[src/rtl/ctrl_pkg.sv]
// Shared decode/execute control-word definitions: bit positions, opcodes, ALUOp classes
// and the unpacked per-stage control bundle with its don't-care scrubbing helper.
package ctrl_pkg;

    localparam int CTRL_REGWRITE = 7;
    localparam int CTRL_MEMTOREG = 6;
    localparam int CTRL_MEMREAD  = 5;
    localparam int CTRL_MEMWRITE = 4;
    localparam int CTRL_ALUSRC   = 3;
    localparam int CTRL_ALUOP_HI = 2;
    localparam int CTRL_ALUOP_LO = 1;
    localparam int CTRL_REGDST   = 0;

    typedef enum logic [5:0] {
        OP_R   = 6'b000000,
        OP_LW  = 6'b100011,
        OP_SW  = 6'b101011,
        OP_BEQ = 6'b000100,
        OP_J   = 6'b000010
    } opcode_e;

    typedef enum logic [1:0] {
        ALUOP_ADD   = 2'b00,
        ALUOP_SUB   = 2'b01,
        ALUOP_FUNCT = 2'b10
    } aluop_e;

    typedef struct packed {
        logic       regwrite;
        logic       memtoreg;
        logic       memread;
        logic       memwrite;
        logic       alusrc;
        logic [1:0] aluop;
        logic       regdst;
    } ex_ctrl_t;

    // MemtoReg/RegDst are don't-cares for non-writing ops (sw, beq); force them low.
    function automatic ex_ctrl_t unpack_ctrl(input logic [7:0] c);
        ex_ctrl_t r;
        r.regwrite = c[CTRL_REGWRITE];
        r.memtoreg = c[CTRL_REGWRITE] & c[CTRL_MEMTOREG];
        r.memread  = c[CTRL_MEMREAD];
        r.memwrite = c[CTRL_MEMWRITE];
        r.alusrc   = c[CTRL_ALUSRC];
        r.aluop    = c[CTRL_ALUOP_HI:CTRL_ALUOP_LO];
        r.regdst   = c[CTRL_REGWRITE] & c[CTRL_REGDST];
        return r;
    endfunction

endpackage

[src/rtl/id_ex_reg_if.sv]
// Decode-to-execute boundary bundle: decode-side inputs, pipeline controls and EX-side outputs.
interface id_ex_if #(
    parameter int DATA_W = 32,
    parameter int REG_AW = 5,
    parameter int CTRL_W = 8,
    parameter int CNT_W  = 16
);
    logic [CTRL_W-1:0] ctrl_i;
    logic              id_valid_i;
    logic [DATA_W-1:0] rs_data_i;
    logic [DATA_W-1:0] rt_data_i;
    logic [DATA_W-1:0] imm_i;
    logic [REG_AW-1:0] rs_i;
    logic [REG_AW-1:0] rt_i;
    logic [REG_AW-1:0] rd_i;
    logic              flush_i;
    logic              hold_i;
    logic              hazard_stall_o;
    logic              ex_valid_o;
    logic              ex_regwrite_o;
    logic              ex_memtoreg_o;
    logic              ex_memread_o;
    logic              ex_memwrite_o;
    logic              ex_alusrc_o;
    logic              ex_regdst_o;
    logic [1:0]        ex_aluop_o;
    logic [DATA_W-1:0] ex_rs_data_o;
    logic [DATA_W-1:0] ex_rt_data_o;
    logic [DATA_W-1:0] ex_imm_o;
    logic [REG_AW-1:0] ex_rs_o;
    logic [REG_AW-1:0] ex_rt_o;
    logic [REG_AW-1:0] ex_dst_o;
    logic [CNT_W-1:0]  bubble_cnt_o;

    modport slave (
        input  ctrl_i, id_valid_i, rs_data_i, rt_data_i, imm_i, rs_i, rt_i, rd_i, flush_i, hold_i,
        output hazard_stall_o, ex_valid_o, ex_regwrite_o, ex_memtoreg_o, ex_memread_o,
               ex_memwrite_o, ex_alusrc_o, ex_regdst_o, ex_aluop_o, ex_rs_data_o, ex_rt_data_o,
               ex_imm_o, ex_rs_o, ex_rt_o, ex_dst_o, bubble_cnt_o
    );

    modport master (
        output ctrl_i, id_valid_i, rs_data_i, rt_data_i, imm_i, rs_i, rt_i, rd_i, flush_i, hold_i,
        input  hazard_stall_o, ex_valid_o, ex_regwrite_o, ex_memtoreg_o, ex_memread_o,
               ex_memwrite_o, ex_alusrc_o, ex_regdst_o, ex_aluop_o, ex_rs_data_o, ex_rt_data_o,
               ex_imm_o, ex_rs_o, ex_rt_o, ex_dst_o, bubble_cnt_o
    );
endinterface

[src/rtl/id_ex_reg_hazard_detect.sv]
// Load-use comparator: a load in EX whose destination feeds the instruction in decode.
module hazard_detect #(
    parameter int REG_AW = 5
) (
    input  logic              ex_valid_i,
    input  logic              ex_memread_i,
    input  logic [REG_AW-1:0] ex_rt_i,
    input  logic              id_valid_i,
    input  logic [REG_AW-1:0] rs_i,
    input  logic [REG_AW-1:0] rt_i,
    output logic              hazard_stall_o
);
    // $zero never creates a dependency, so a load targeting it is ignored.
    assign hazard_stall_o = ex_valid_i & ex_memread_i & (ex_rt_i != {REG_AW{1'b0}}) & id_valid_i
                          & ((ex_rt_i == rs_i) | (ex_rt_i == rt_i));
endmodule

[src/rtl/id_ex_reg.sv]
// ID/EX pipeline register: unpacks and scrubs the decode control word, inserts bubbles on
// flush or load-use hazard, freezes on hold, and counts inserted bubbles (saturating).
module id_ex_reg
    import ctrl_pkg::*;
#(
    parameter int DATA_W = 32,
    parameter int REG_AW = 5,
    parameter int CTRL_W = 8,
    parameter int CNT_W  = 16
) (
    input logic    clk_i,
    input logic    rst_i,
    id_ex_if.slave bus
);
    logic [CTRL_W-1:0] ctrl_raw_s;
    ex_ctrl_t          ctrl_in_s;
    logic              stall_s;
    logic              count_s;
    logic              bubble_s;

    logic              valid_q,   valid_d;
    ex_ctrl_t          ctrl_q,    ctrl_d;
    logic [DATA_W-1:0] rs_data_q, rs_data_d;
    logic [DATA_W-1:0] rt_data_q, rt_data_d;
    logic [DATA_W-1:0] imm_q,     imm_d;
    logic [REG_AW-1:0] rs_q,      rs_d;
    logic [REG_AW-1:0] rt_q,      rt_d;
    logic [REG_AW-1:0] dst_q,     dst_d;
    logic [CNT_W-1:0]  cnt_q,     cnt_d;

    assign ctrl_raw_s = bus.ctrl_i;
    assign ctrl_in_s  = unpack_ctrl(ctrl_raw_s[7:0]);

    hazard_detect #(.REG_AW(REG_AW)) u_hazard_detect (
        .ex_valid_i     (valid_q),
        .ex_memread_i   (ctrl_q.memread),
        .ex_rt_i        (rt_q),
        .id_valid_i     (bus.id_valid_i),
        .rs_i           (bus.rs_i),
        .rt_i           (bus.rt_i),
        .hazard_stall_o (stall_s)
    );

    // A coincident flush and hazard is one bubble; idle decode slots are bubbles but uncounted.
    assign count_s  = ~bus.hold_i & (bus.flush_i | stall_s);
    assign bubble_s = bus.flush_i | stall_s | ~bus.id_valid_i;

    // Next-state selection: hold, bubble or capture, plus saturating bubble counter.
    always_comb begin
        valid_d   = valid_q;
        ctrl_d    = ctrl_q;
        rs_data_d = rs_data_q;
        rt_data_d = rt_data_q;
        imm_d     = imm_q;
        rs_d      = rs_q;
        rt_d      = rt_q;
        dst_d     = dst_q;
        cnt_d     = cnt_q;
        if (bus.hold_i) begin
            valid_d = valid_q;
        end else if (bubble_s) begin
            valid_d = 1'b0;
            ctrl_d  = ex_ctrl_t'(8'h00);
            dst_d   = {REG_AW{1'b0}};
        end else begin
            valid_d   = 1'b1;
            ctrl_d    = ctrl_in_s;
            rs_data_d = bus.rs_data_i;
            rt_data_d = bus.rt_data_i;
            imm_d     = bus.imm_i;
            rs_d      = bus.rs_i;
            rt_d      = bus.rt_i;
            if (!ctrl_in_s.regwrite) begin
                dst_d = {REG_AW{1'b0}};
            end else if (ctrl_in_s.regdst) begin
                dst_d = bus.rd_i;
            end else begin
                dst_d = bus.rt_i;
            end
        end
        if (count_s && (cnt_q != {CNT_W{1'b1}})) begin
            cnt_d = cnt_q + {{(CNT_W-1){1'b0}}, 1'b1};
        end else begin
            cnt_d = cnt_q;
        end
    end

    // Pipeline slot and counter flops.
    always_ff @(posedge clk_i or negedge rst_i) begin
        if (!rst_i) begin
            valid_q   <= 1'b0;
            ctrl_q    <= ex_ctrl_t'(8'h00);
            rs_data_q <= {DATA_W{1'b0}};
            rt_data_q <= {DATA_W{1'b0}};
            imm_q     <= {DATA_W{1'b0}};
            rs_q      <= {REG_AW{1'b0}};
            rt_q      <= {REG_AW{1'b0}};
            dst_q     <= {REG_AW{1'b0}};
            cnt_q     <= {CNT_W{1'b0}};
        end else begin
            valid_q   <= valid_d;
            ctrl_q    <= ctrl_d;
            rs_data_q <= rs_data_d;
            rt_data_q <= rt_data_d;
            imm_q     <= imm_d;
            rs_q      <= rs_d;
            rt_q      <= rt_d;
            dst_q     <= dst_d;
            cnt_q     <= cnt_d;
        end
    end

    assign bus.hazard_stall_o = stall_s;
    assign bus.ex_valid_o     = valid_q;
    assign bus.ex_regwrite_o  = ctrl_q.regwrite;
    assign bus.ex_memtoreg_o  = ctrl_q.memtoreg;
    assign bus.ex_memread_o   = ctrl_q.memread;
    assign bus.ex_memwrite_o  = ctrl_q.memwrite;
    assign bus.ex_alusrc_o    = ctrl_q.alusrc;
    assign bus.ex_regdst_o    = ctrl_q.regdst;
    assign bus.ex_aluop_o     = ctrl_q.aluop;
    assign bus.ex_rs_data_o   = rs_data_q;
    assign bus.ex_rt_data_o   = rt_data_q;
    assign bus.ex_imm_o       = imm_q;
    assign bus.ex_rs_o        = rs_q;
    assign bus.ex_rt_o        = rt_q;
    assign bus.ex_dst_o       = dst_q;
    assign bus.bubble_cnt_o   = cnt_q;
endmodule

[src/flat_wrapper.sv]
// flat-port wrapper written by rule: the top's interface ports become plain ports
module id_ex_reg_flat import ctrl_pkg::*;
#(
    parameter int DATA_W = 32,
    parameter int REG_AW = 5,
    parameter int CTRL_W = 8,
    parameter int CNT_W  = 16
)
  (clk_i, rst_i, bus_ctrl_i, bus_id_valid_i, bus_rs_data_i, bus_rt_data_i, bus_imm_i, bus_rs_i, bus_rt_i, bus_rd_i, bus_flush_i, bus_hold_i, bus_hazard_stall_o, bus_ex_valid_o, bus_ex_regwrite_o, bus_ex_memtoreg_o, bus_ex_memread_o, bus_ex_memwrite_o, bus_ex_alusrc_o, bus_ex_regdst_o, bus_ex_aluop_o, bus_ex_rs_data_o, bus_ex_rt_data_o, bus_ex_imm_o, bus_ex_rs_o, bus_ex_rt_o, bus_ex_dst_o, bus_bubble_cnt_o);
  id_ex_if #(.DATA_W(DATA_W), .REG_AW(REG_AW), .CTRL_W(CTRL_W), .CNT_W(CNT_W)) bus_i ();
  input logic clk_i;
  input logic rst_i;
  input wire logic [$bits(bus_i.ctrl_i)-1:0] bus_ctrl_i;
  input wire logic [$bits(bus_i.id_valid_i)-1:0] bus_id_valid_i;
  input wire logic [$bits(bus_i.rs_data_i)-1:0] bus_rs_data_i;
  input wire logic [$bits(bus_i.rt_data_i)-1:0] bus_rt_data_i;
  input wire logic [$bits(bus_i.imm_i)-1:0] bus_imm_i;
  input wire logic [$bits(bus_i.rs_i)-1:0] bus_rs_i;
  input wire logic [$bits(bus_i.rt_i)-1:0] bus_rt_i;
  input wire logic [$bits(bus_i.rd_i)-1:0] bus_rd_i;
  input wire logic [$bits(bus_i.flush_i)-1:0] bus_flush_i;
  input wire logic [$bits(bus_i.hold_i)-1:0] bus_hold_i;
  output wire logic [$bits(bus_i.hazard_stall_o)-1:0] bus_hazard_stall_o;
  output wire logic [$bits(bus_i.ex_valid_o)-1:0] bus_ex_valid_o;
  output wire logic [$bits(bus_i.ex_regwrite_o)-1:0] bus_ex_regwrite_o;
  output wire logic [$bits(bus_i.ex_memtoreg_o)-1:0] bus_ex_memtoreg_o;
  output wire logic [$bits(bus_i.ex_memread_o)-1:0] bus_ex_memread_o;
  output wire logic [$bits(bus_i.ex_memwrite_o)-1:0] bus_ex_memwrite_o;
  output wire logic [$bits(bus_i.ex_alusrc_o)-1:0] bus_ex_alusrc_o;
  output wire logic [$bits(bus_i.ex_regdst_o)-1:0] bus_ex_regdst_o;
  output wire logic [$bits(bus_i.ex_aluop_o)-1:0] bus_ex_aluop_o;
  output wire logic [$bits(bus_i.ex_rs_data_o)-1:0] bus_ex_rs_data_o;
  output wire logic [$bits(bus_i.ex_rt_data_o)-1:0] bus_ex_rt_data_o;
  output wire logic [$bits(bus_i.ex_imm_o)-1:0] bus_ex_imm_o;
  output wire logic [$bits(bus_i.ex_rs_o)-1:0] bus_ex_rs_o;
  output wire logic [$bits(bus_i.ex_rt_o)-1:0] bus_ex_rt_o;
  output wire logic [$bits(bus_i.ex_dst_o)-1:0] bus_ex_dst_o;
  output wire logic [$bits(bus_i.bubble_cnt_o)-1:0] bus_bubble_cnt_o;
  assign bus_i.ctrl_i = bus_ctrl_i;
  assign bus_i.id_valid_i = bus_id_valid_i;
  assign bus_i.rs_data_i = bus_rs_data_i;
  assign bus_i.rt_data_i = bus_rt_data_i;
  assign bus_i.imm_i = bus_imm_i;
  assign bus_i.rs_i = bus_rs_i;
  assign bus_i.rt_i = bus_rt_i;
  assign bus_i.rd_i = bus_rd_i;
  assign bus_i.flush_i = bus_flush_i;
  assign bus_i.hold_i = bus_hold_i;
  assign bus_hazard_stall_o = bus_i.hazard_stall_o;
  assign bus_ex_valid_o = bus_i.ex_valid_o;
  assign bus_ex_regwrite_o = bus_i.ex_regwrite_o;
  assign bus_ex_memtoreg_o = bus_i.ex_memtoreg_o;
  assign bus_ex_memread_o = bus_i.ex_memread_o;
  assign bus_ex_memwrite_o = bus_i.ex_memwrite_o;
  assign bus_ex_alusrc_o = bus_i.ex_alusrc_o;
  assign bus_ex_regdst_o = bus_i.ex_regdst_o;
  assign bus_ex_aluop_o = bus_i.ex_aluop_o;
  assign bus_ex_rs_data_o = bus_i.ex_rs_data_o;
  assign bus_ex_rt_data_o = bus_i.ex_rt_data_o;
  assign bus_ex_imm_o = bus_i.ex_imm_o;
  assign bus_ex_rs_o = bus_i.ex_rs_o;
  assign bus_ex_rt_o = bus_i.ex_rt_o;
  assign bus_ex_dst_o = bus_i.ex_dst_o;
  assign bus_bubble_cnt_o = bus_i.bubble_cnt_o;
  id_ex_reg #(.DATA_W(DATA_W), .REG_AW(REG_AW), .CTRL_W(CTRL_W), .CNT_W(CNT_W)) u_core (.clk_i(clk_i), .rst_i(rst_i), .bus(bus_i));
endmodule
[config.mk]
export PLATFORM = sky130hd
export DESIGN_NAME = id_ex_reg_flat
export DESIGN_NICKNAME = d
export VERILOG_FILES = /design/src/rtl/ctrl_pkg.sv /design/src/rtl/id_ex_reg_if.sv /design/src/rtl/id_ex_reg_hazard_detect.sv /design/src/rtl/id_ex_reg.sv /design/src/flat_wrapper.sv
export SDC_FILE = /design/constraint.sdc
export NUM_CORES = 1
export LEC_CHECK = 0
export ABC_AREA = 1
export CORE_ASPECT_RATIO = 1.1
export CORE_MARGIN = 3
export CORE_UTILIZATION = 46
export DETAILED_ROUTE_END_ITERATION = 16
export HOLD_SLACK_MARGIN = 0.1
export PLACE_DENSITY_LB_ADDON = 0.15
export SYNTH_ARGS = -nofsm -noshare
export SYNTH_HDL_FRONTEND = slang
export SYNTH_SLANG_ARGS = --single-unit
export TNS_END_PERCENT = 20
[constraint.sdc]
create_clock -name clk_i -period 2.8 [get_ports clk_i]
set_input_delay 0.84 -clock clk_i [delete_from_list [all_inputs] [get_ports clk_i]]
set_output_delay 0.84 -clock clk_i [all_outputs]
set_load 0.05 [all_outputs]
# Word level (Yosys, flattened, before mapping)
# Index checks and enable logic that the tools add are counted.
[word_totals]
regBits = 136
inputBits = 124
out_inout_bits = 137
wordCells = 40
[classes]
add_sub_neg = 1
n_eq_ne = 3
n_mux = 5
bitwise_logic = 13
n_reduce_logical = 3
[ops]
columns = ["operator", "count"]
rows = [
  ["16-bit by 1-bit adder with 16-bit output, second input constant", 1],
  ["16-bit != test, second input constant", 1],
  ["5-bit 2-to-1 mux", 3],
  ["5-bit == test", 2],
  ["8-bit 2-to-1 mux", 1],
  ["1-bit AND", 7],
  ["5-bit nonzero test", 1],
  ["1-bit inverter", 3],
  ["1-bit OR", 3],
  ["2-bit AND reduction", 1],
  ["1-bit logical AND", 1],
  ["1-bit 2-to-1 mux", 1],
]

# Depth between registers and ports, before layout
[depth]
word_depth = 8
ltp_mapped = 12
ltp_nobuf = 11

# Cells and area by module
# A second synthesis with hierarchy kept.
[unflattened]
hier_cells = 694
area_unflattened_um2 = 5835.6
[by_module_without_submodules]
columns = ["mod", "instances", "cells_per_inst", "area_each_um2", "seq_area_each_um2"]
rows = [
  ["id_ex_reg", 1, 649, 5636.7, 3403.3],
  ["hazard_detect", 1, 45, 198.9, 0.0],
]

# Least setup slack after synthesis
# OpenSTA, ideal clock, no wires.
[synth_timing]
kind = "input-to-output"
startpoint = "in bus_rt_i[3]"
endpoint = "out bus_hazard_stall_o"
arrival_time_ns = 1.596
required_time_ns = 1.960
setup_slack_ns = 0.364
path_stages = 8
n_path_buf = 0
cell_sequence = "inv_1 > nand2_1 > nand2_1 > nor2_1 > nand3_1 > nand2_1 > nand2_2 > inv_1"
[synth_via]
elab_chain_cells = 3
[synth_lines]
columns = ["item", "line_no", "text"]
rows = [
  ["start: declaration", "flat_wrapper.sv:19", "input wire logic [$bits(bus_i.rt_i)-1:0] bus_rt_i;"],
  ["5-bit == test", "id_ex_reg_hazard_detect.sv:15", "& ((ex_rt_i == rs_i) | (ex_rt_i == rt_i));"],
  ["1-bit OR", "id_ex_reg_hazard_detect.sv:15", ""],
  ["1-bit AND", "id_ex_reg_hazard_detect.sv:15", ""],
  ["end: declaration", "flat_wrapper.sv:23", "output wire logic [$bits(bus_i.hazard_stall_o)-1:0] bus_hazard_stall_o;"],
]
# No other way between the ends.

# Worst setup path after layout
[layout_timing]
startpoint = "in bus_rt_i[1]"
endpoint = "out bus_hazard_stall_o"
# Same word-level chain as after synthesis.

==> flow_metrics.env <==
export IMPL_start_util_pct=47.32
export IMPL_synth_async_reset_ratio_pct=100.0
export IMPL_tns_ps=0
export IMPL_number_of_global_route_vias_before_repair=5323
export IMPL_setup_worst_path_class="in2out"
export IMPL_path_max_fanout=2
export IMPL_grt_pass1_wl_um=26540
export IMPL_slowest_stage="sky130_fd_sc_hd__dlygate4sd2_1"
export IMPL_timing_max_transition_violations_final=0
export IMPL_drt_pass1_iterations=5
export IMPL_cp_top_family="simple AND/OR/NAND/NOR gates"
export IMPL_layout_commonest_cell="sky130_fd_sc_hd__clkdlybuf4s50_1"
export IMPL_port_buffers=260
export IMPL_fillCellCount=961
export IMPL_max_slew_worst_pin_slew_ps=556.7
export IMPL_final_cell_count_no_fill=1150
export IMPL_clk_root_buffer_cell="sky130_fd_sc_hd__clkbuf_16"
export IMPL_setup_worst_path_start_class="input port"
export IMPL_cap_viol_max_count=0
export IMPL_grt_util_all_layers_pct=23.30
export IMPL_antenna_found_initial=2
export IMPL_design_final_nets=1104
export IMPL_synth_cell_types=24
export IMPL_setup_skew_after_layout_ps=5.676
export IMPL_cellPowerDensity_nw_per_um2=741.2
export IMPL_share_of_synthesized_area_occupied_by_flip_flops_and_latches_pct=56.88
export IMPL_clock_path_buffers=2
export IMPL_globalRoute_totalOverflow=0
export IMPL_highest_cell_delay_on_the_worst_timing_path_ps=210
export IMPL_utilization_pct=74.63
export IMPL_worst_hold_slack_across_all_endpoints_ps=368.9
export IMPL_peakVddDrop_mv=0.5793
export IMPL_cts_max_level=4
export IMPL_ys_top_cells_by_area="sky130_fd_sc_hd__dfrtp_1 (57%), sky130_fd_sc_hd__nand2_1 (13%), sky130_fd_sc_hd__inv_1 (8.5%), sky130_fd_sc_hd__o21ai_0 (5.8%), sky130_fd_sc_hd__o21ai_1 (4.6%)"
export IMPL_yosys_warnings=0
export IMPL_rrSetupSlack_ps=580
export IMPL_unrepaired_setup_endpoints_after_global_routing="no"
export IMPL_flow_area_growth_from_synthesis_pct=57.70
export IMPL_report_final_hold_viol_count=0
export IMPL_worst_endpoint_arrival_ps=1820
export IMPL_net_count_synth=833
export IMPL_clock_fmax_mhz=375.8
export IMPL_drt_wl_total_um=16210
export IMPL_layout_cells_most_common_list="sky130_fd_sc_hd__clkdlybuf4s50_1 (248), sky130_fd_sc_hd__nand2_1 (206), sky130_fd_sc_hd__dfrtp_1 (136)"
export IMPL_dp_slack_ps=-196.6
export IMPL_die_height_um=125.6
export IMPL_headroom_to_the_max_slew_limit_pct=62.77
export IMPL_report_final_setup_viol=0
export IMPL_clock_sinks=136
export IMPL_detail_route_drc_violations=0
export IMPL_postSynthCellCount=708
export IMPL_tritoncts_clock_tree="built"
export IMPL_postSynthRegisterBits=136
export IMPL_ios=261
export IMPL_cts_made_buffers=17
export IMPL_timing_reg2reg_worst_path_depth=7
export IMPL_die_w_um=114.7
export IMPL_r2r_end="u_core.bus.bubble_cnt_o[4]"
export IMPL_core_sq_um=12640
export IMPL_ys_flop_type="sky130_fd_sc_hd__dfrtp_1"
export IMPL_hold_path_class="in2async"
export IMPL_dp_cells=1116
export IMPL_placed_area_sq_um=8817
export IMPL_synth_edff_count=0
export IMPL_clk_pin_slew_ps=50
export IMPL_power_leakage_nw=4.713
export IMPL_end_kind="primary output"
export IMPL_critical_path_buf_inv_count=4
export IMPL_dr_total_vias=5435
export IMPL_fp_dieArea_sq_um=14410
export IMPL_dr_first_iter_drc_count=308
export IMPL_hold_buffers=0
export IMPL_synthDominantCellAreaShare_pct=56.88
export IMPL_period_needed_ps=2661
export IMPL_final_instance_area_sq_um=9435
export IMPL_timing_final_crit_share_pct=95.04
export IMPL_avgSynthCellArea_sq_um=8.451
export IMPL_critical_path_required_ps=1960
export IMPL_worstSkewPairLatency_ps=410
export IMPL_dp_hpwl_um=11890
export IMPL_critical_path_cell_chain="dlygate4sd2_1 -> inv_1 -> nand2_1 -> nand2_1 -> nor2_1 -> nand3_1 -> nand2_2 -> nand2_2 -> inv_2 -> buf_12"
export IMPL_post_drt_wl_per_cell_um=14.10
export IMPL_grt_max_degree=77
export IMPL_timing_final_ws_setup_ps=139.0
export IMPL_drt_vias_per_instance=4.726
export IMPL_critical_path_reg2reg_startpoint="u_core.bus.bubble_cnt_o[0]"
export IMPL_route_antenna_remaining_nets=0
export IMPL_gp_congestion=0.8364
export IMPL_total_power_mw=6.994
export IMPL_rows=43
export IMPL_drive_gt1_share_pct=6.149
export IMPL_synth_top_area_cell="sky130_fd_sc_hd__dfrtp_1"
export IMPL_run_status="complete, no violations"
export IMPL_netlist_area_sq_um=5983
## Yosys cell counts (2+ instances only)
cell                         n
sky130_fd_sc_hd__buf_2       2
sky130_fd_sc_hd__xor2_1      5
sky130_fd_sc_hd__nor3_1      4
sky130_fd_sc_hd__nand2_1   207
sky130_fd_sc_hd__xnor2_1     4
sky130_fd_sc_hd__inv_1     136
sky130_fd_sc_hd__buf_4       6
sky130_fd_sc_hd__nor2_1     17
sky130_fd_sc_hd__o21ai_0    69
sky130_fd_sc_hd__o21ai_1    55
sky130_fd_sc_hd__nand4_1    24
sky130_fd_sc_hd__nand3_1    12
sky130_fd_sc_hd__dfrtp_1   136
sky130_fd_sc_hd__clkbuf_1   10
sky130_fd_sc_hd__buf_6      12
## sequential cells by signal, indices dropped and copies added (netlist names), 2 cells and up
signal,count
u_core.bus.ex_dst_o,5
u_core.bus.ex_rt_o,5
u_core.bus.ex_aluop_o,2
u_core.bus.ex_rt_data_o,32
u_core.bus.ex_rs_o,5
u_core.bus.bubble_cnt_o,16
u_core.bus.ex_imm_o,32
u_core.bus.ex_rs_data_o,32
## routing by layer
layer  part of all wire (%)  GRT usage [%]
met5                  0.099              0
met4                    2.3          7.942
met3                    8.3          8.698
met2                     50          38.16
met1                     40          28.35
## final cells by class
type	instances	area, sq um	share of cell area (%)
timing repair buffer	284	2878	30.50
tap	157	196.4	2.082
clock buffer	24	491.7	5.212
sequential	136	3403	36.07
antenna	1	2.502	0.02652
clock inverter	8	117.6	1.247
inverter	138	518.0	5.490
multi-input combinational	402	1828	19.37
## report_power, final
part	total (mW)	internal [mW]	switching, mW
Sequential	2.44	2.25	0.195
Combinational	2.26	0.799	1.46
Clock	2.30	1.49	0.807
## cell families after synthesis
family          after synthesis  share of synthesized area [%]
simple gates                268                          18.61
xor+xnor                      9                          1.317
flops                       136                          56.88
fa+ha+maj                     1                         0.2091
compound gates              124                          10.37
buf+inv                     170                          12.61
## what timing repair did
item	4_1_cts	5_1_grt
gates cloned	0	0
pin swaps	8	3
endpoints found under the hold margin	0	0
buffers inserted	1	0
resized for setup	10	3
endpoints found under the setup margin	1	1
## worst max path at each step
stage / startpoint / to / slack (ps) / cells past startpoint
floorplan: bus_rt_i[3] / bus_hazard_stall_o / 360 / 8
global placement: bus_rt_i[0] / bus_hazard_stall_o / -170 / 10
detailed placement: bus_rt_i[0] / bus_hazard_stall_o / -200 / 10
CTS: bus_rs_i[4] / bus_hazard_stall_o / 6 / 7
global route: bus_rt_i[1] / bus_hazard_stall_o / 10 / 10
finish: bus_rt_i[1] / bus_hazard_stall_o / 140 / 10
Power figures use the tool's default switching activity.
